### src/rtl/uart_tx_param.sv
// uart_tx_param: FIFO-buffered UART transmitter with configurable framing
module uart_tx_param #(
  parameter int CLK_HZ     = 100000000,
  parameter int BAUD       = 115200,
  parameter int DATA_BITS  = 8,
  parameter int PARITY     = 0,
  parameter int STOP_BITS  = 1,
  parameter int FIFO_DEPTH = 4
) (
  input  logic                          clk,
  input  logic                          rst,
  input  logic                          en,
  input  logic                          wr_valid,
  input  logic [DATA_BITS-1:0]          wr_data,
  output logic                          wr_ready,
  output logic                          uart_txd,
  output logic                          busy,
  output logic                          done,
  output logic [$clog2(FIFO_DEPTH):0]   fifo_count
);
  localparam int DIV = CLK_HZ / BAUD;
  localparam int CW  = DIV > 1 ? $clog2(DIV) : 1;
  localparam int AW  = $clog2(FIFO_DEPTH);
  typedef enum logic [2:0] {DISABLED, IDLE, START, DATA, PAR, STOP} state_t;
  state_t state, state_n;
  logic [CW-1:0] cnt, cnt_n;
  logic [2:0] idx, idx_n;
  logic [DATA_BITS-1:0] dat, dat_n;
  logic [DATA_BITS-1:0] mem [FIFO_DEPTH];
  logic [AW-1:0] wr_ptr, rd_ptr;
  logic live, push, pop, tick, last_stop, txd_n;
  assign tick      = cnt == CW'(DIV - 1);
  assign last_stop = idx == 3'(STOP_BITS - 1);
  assign busy      = state inside {START, DATA, PAR, STOP};
  assign done      = en && state == STOP && tick && last_stop;
  assign wr_ready  = live && en && fifo_count < (AW+1)'(FIFO_DEPTH);
  assign push      = wr_valid && wr_ready;
  assign dat_n     = pop ? mem[rd_ptr] : dat;
  assign txd_n     = state_n == START ? 1'b0 :
                     state_n == DATA  ? dat_n[idx_n] :
                     state_n == PAR   ? ((^dat_n) ^ (PARITY == 1)) : 1'b1;
  // Next state, bit-period counter, bit index and FIFO pop; en=0 overrides everything
  always_comb begin
    state_n = state;
    cnt_n   = busy ? (tick ? '0 : cnt + 1'b1) : '0;
    idx_n   = idx;
    pop     = 1'b0;
    case (state)
      DISABLED: state_n = IDLE;
      IDLE: if (fifo_count != 0) begin
        pop     = 1'b1;
        state_n = START;
      end
      START: if (tick) begin
        state_n = DATA;
        idx_n   = '0;
      end
      DATA: if (tick) begin
        state_n = idx == 3'(DATA_BITS - 1) ? (PARITY != 0 ? PAR : STOP) : DATA;
        idx_n   = idx == 3'(DATA_BITS - 1) ? '0 : idx + 1'b1;
      end
      PAR: if (tick) begin
        state_n = STOP;
        idx_n   = '0;
      end
      STOP: if (tick) begin
        idx_n   = last_stop ? '0 : idx + 1'b1;
        pop     = last_stop && fifo_count != 0;
        state_n = !last_stop ? STOP : fifo_count != 0 ? START : IDLE;
      end
      default: state_n = DISABLED;
    endcase
    if (!en) begin
      state_n = DISABLED;
      cnt_n   = '0;
      idx_n   = '0;
      pop     = 1'b0;
    end
  end
  // Frame state and registered line output; live marks the first clock after reset
  always_ff @(posedge clk or negedge rst)
    if (!rst) begin
      state    <= DISABLED;
      cnt      <= '0;
      idx      <= '0;
      dat      <= '0;
      uart_txd <= 1'b1;
      live     <= 1'b0;
    end else begin
      state    <= state_n;
      cnt      <= cnt_n;
      idx      <= idx_n;
      dat      <= dat_n;
      uart_txd <= txd_n;
      live     <= 1'b1;
    end
  // FIFO pointers and occupancy, flushed while disabled
  always_ff @(posedge clk or negedge rst)
    if (!rst) begin
      wr_ptr     <= '0;
      rd_ptr     <= '0;
      fifo_count <= '0;
    end else if (!en) begin
      wr_ptr     <= '0;
      rd_ptr     <= '0;
      fifo_count <= '0;
    end else begin
      wr_ptr     <= wr_ptr + AW'(push);
      rd_ptr     <= rd_ptr + AW'(pop);
      fifo_count <= fifo_count + (AW+1)'(push) - (AW+1)'(pop);
    end
  // FIFO storage
  always_ff @(posedge clk)
    if (push) mem[wr_ptr] <= wr_data;
endmodule

### config.mk
export PLATFORM = sky130hd
export DESIGN_NAME = uart_tx_param
export DESIGN_NICKNAME = d
export VERILOG_FILES = /design/src/rtl/uart_tx_param.sv
export SDC_FILE = /design/constraint.sdc
export NUM_CORES = 1
export LEC_CHECK = 0
export ABC_AREA = 0
export CAP_MARGIN = 20
export CELL_PAD_IN_SITES_DETAIL_PLACEMENT = 1
export CELL_PAD_IN_SITES_GLOBAL_PLACEMENT = 2
export CORE_UTILIZATION = 45
export DETAILED_ROUTE_END_ITERATION = 10
export GPL_TIMING_DRIVEN = 0
export PLACE_DENSITY_LB_ADDON = 0.1
export SLEW_MARGIN = 5
export SYNTH_ARGS = -nofsm -noshare
export SYNTH_HDL_FRONTEND = slang
export SYNTH_SLANG_ARGS = --single-unit
### constraint.sdc
create_clock -name clk -period 7.23 [get_ports clk]
set_input_delay 0.723 -clock clk [delete_from_list [all_inputs] [get_ports clk]]
set_output_delay 0.723 -clock clk [all_outputs]
set_load 0.005 [all_outputs]
==> flow_metrics.tcl <==
set metrics [dict create \
    status "complete, no violations" \
    area_growth_pct 15.0 \
    synthArstFlopShare 0.508 \
    clk_path_buf_depth 2 \
    die_area_sq_um 7250 \
    io_buffers 17 \
    netlist_top_cells_count "32 x dfrtp_1, 32 x edfxtp_1, 20 x nor2_1, 13 x nand2_1, 12 x xnor2_1" \
    ys.flop_type "edfxtp_1" \
    syn-num-nets 251 \
    setup_viol 0 \
    grt_pass1_vias 1981 \
    rr_worst_depth 13 \
    worst_slew_pin_slew_ns 0.813 \
    initialDrtViolationCount 62 \
    relSlewSlack 0.456 \
    synthCells 230 \
    firstDrtPassIters 4 \
    finalMaxSlewViolations 0 \
    htree_levels 3 \
    finalClockSkew_ns 0.00890 \
    dp.final_hpwl_um 4270 \
    drc_errors 0 \
    cts_tree "built" \
    critPathKind "reg -> out" \
    track_usage 0.188 \
    layout_min_cycle_time_ns 3.41 \
    setup_tns_ns 0 \
    cts_resized 0 \
    grt.overflow.total 0 \
    cap_violations 0 \
    ir_worst_vdd_v 0.000212 \
    path_clk_slew_ns 0.08 \
    fmaxAchievable_ghz 0.294 \
    insertedDiodeCount 0 \
    ant_nets 0 \
    root_buffer "clkbuf_8" \
    clock_latency_ns 0.33 \
    period_share 0.471 \
    critPathMaxFanout 5 \
    grt_pass1_wl_um 10100 \
    routed_wl_um 5970 \
    viasPerCell 5.47 \
    fin_util 0.551 \
    io_pins 19 \
    synth_enable_flop_cells 32 \
    critPathSlowestCell "clkdlybuf4s50_1" \
    wl_per_cell_um 17.5 \
    cts.sinks 65 \
    arrival_ns 2.68 \
    ys_ff_latch 65 \
    antenna_found_initial 0 \
    gp_congestion 0.718 \
    yosys.area.top_type "edfxtp_1" \
    cp-end-kind "output pin" \
    cts_buffers 9 \
    worstHoldPathType "in -> async" \
    synth.yosys.seq_area_share 0.575 \
    powerDensity_nw_per_um2 293 \
    dieHeight_um 85.1 \
    rrSetupSlack_ns 4.10 \
    yosysUniqueCellTypes 55 \
    finalHoldViolations 0 \
    rows 29 \
    syn_avg_cell_area_sq_um 13.5 \
    post_cts_buffers 0 \
    ys_warn_count 0 \
    hold_buffers 0 \
    synth_top_area_frac 0.309 \
    critPathLaunchType "register" \
    p_leak_nw 1.38 \
    nets 280 \
    final_cell_area_sq_um 3580 \
    synth.area.top_cells "edfxtp_1 31%, dfrtp_1 26%, mux4_2 6.5%" \
    required_ns 6.51 \
    core_area_sq_um 6490 \
    grt_start_max_net_pins 34 \
    layout-drive-gt1-share 0.208 \
    path_cells "ha_1 > or3b_4 > nor3_2 > and3_1 > nor3b_1 > clkdlybuf4s50_1" \
    dpl_cell_area_sq_um 3380 \
    vias 1866 \
    grt_setup_unrepaired "false" \
    cpPeakStageDelay_ns 0.52 \
    initial_core_util 0.479 \
    syn_area_sq_um 3110 \
    die_width_um 85.1 \
]
worst paths after layout:
check,start,endpoint
max,cnt[0],done
min,rst,fifo_count[1]
max reg2reg,cnt[0],fifo_count[2]
min reg2reg,cnt[0],cnt[0]
max in group asynchronous,rst,dat[4]
min in group clk,cnt[0],cnt[0]
area by class of cell:
type	count	area [sq um]
sequential	65	1790
inverter	11	41.3
tap	77	96.3
timing repair buffer	18	170
clock buffer	9	124
clock inverter	7	77.6
buffer	8	32.5
fill	668	2920
multi-input combinational	146	1250
sequential cells by signal (all words and copies together), names as in the netlist, 2 cells and up:
register / cells
mem: 32
cnt: 10
dat: 8
fifo_count: 3
idx: 3
state: 3
rd_ptr: 2
wr_ptr: 2
per-stage QoR:
step / power (W) / worst slack (ns) / instances / hold slack (ns)
finish: 0.00105 / 3.82 / 341 / 0.450
global route: 0.00111 / 3.64 / 341 / 0.513
CTS: 0.00106 / 3.80 / 341 / 0.474
detailed placement: 0.000745 / 4.08 / 325 / 0.497
global placement: 0.000736 / 4.10 / 324 / 0.489
floorplan: 0.000668 / 4.47 / 230 / 0.427
cell families (layout without fill, tap and decap cells):
kind of cell    count (synthesis)  count (layout)  share of synthesized area
compound gates                 28              28                     0.0845
xor+xnor                       20              20                     0.0587
fa+ha+maj                       9               9                     0.0386
buf+inv                        19              53                     0.0237
flops                          65              65                      0.575
mux                            18              18                     0.0973
other cells                     1               1                    0.00121
simple gates                   70              70                      0.121
placed cells by master, fill, tap and decap left out, types with 2 or more instances in the layout:
master,count
clkdlybuf4s50_1,16
a21oi_1,3
o211ai_2,2
clkinv_4,2
nand4_1,3
nor2_1,20
and2_4,2
edfxtp_1,32
clkbuf_8,9
buf_2,4
inv_6,2
xnor2_1,12
mux4_2,9
and2_1,4
nor3b_1,2
mux2_2,8
ha_1,8
nor2b_1,2
nand2_1,13
clkbuf_1,5
and3_1,4
nand3_1,8
nand2b_1,3
a21bo_2,2
xor2_1,7
dfrtp_1,32
o22ai_1,2
inv_1,10
nor3_1,2
o21ai_0,4
metal layers:
metal  vias to the layer above  part of all wire  global-route usage
li1                        892                 -                   -
met4                         0             0.016              0.0740
met5                         -                 0                   0
met2                        25              0.50               0.320
met1                       941              0.47               0.239
met3                         8             0.020              0.0350
where the power goes:
group | internal, W | total (W) | switching [W]
registers | 0.000430 | 0.000467 | 0.0000363
clock network | 0.000162 | 0.000314 | 0.000152
logic | 0.000145 | 0.000266 | 0.000121
critical path: cells and delay by family, from the launching register on:
kind	cells	cell delay (ns)
AND/OR/NAND/NOR	4	1.18
adder cells (fa/ha/maj)	1	0.24
flip-flops	1	0.40
buffers and inverters	1	0.52
(Power assumes the default switching activity.)
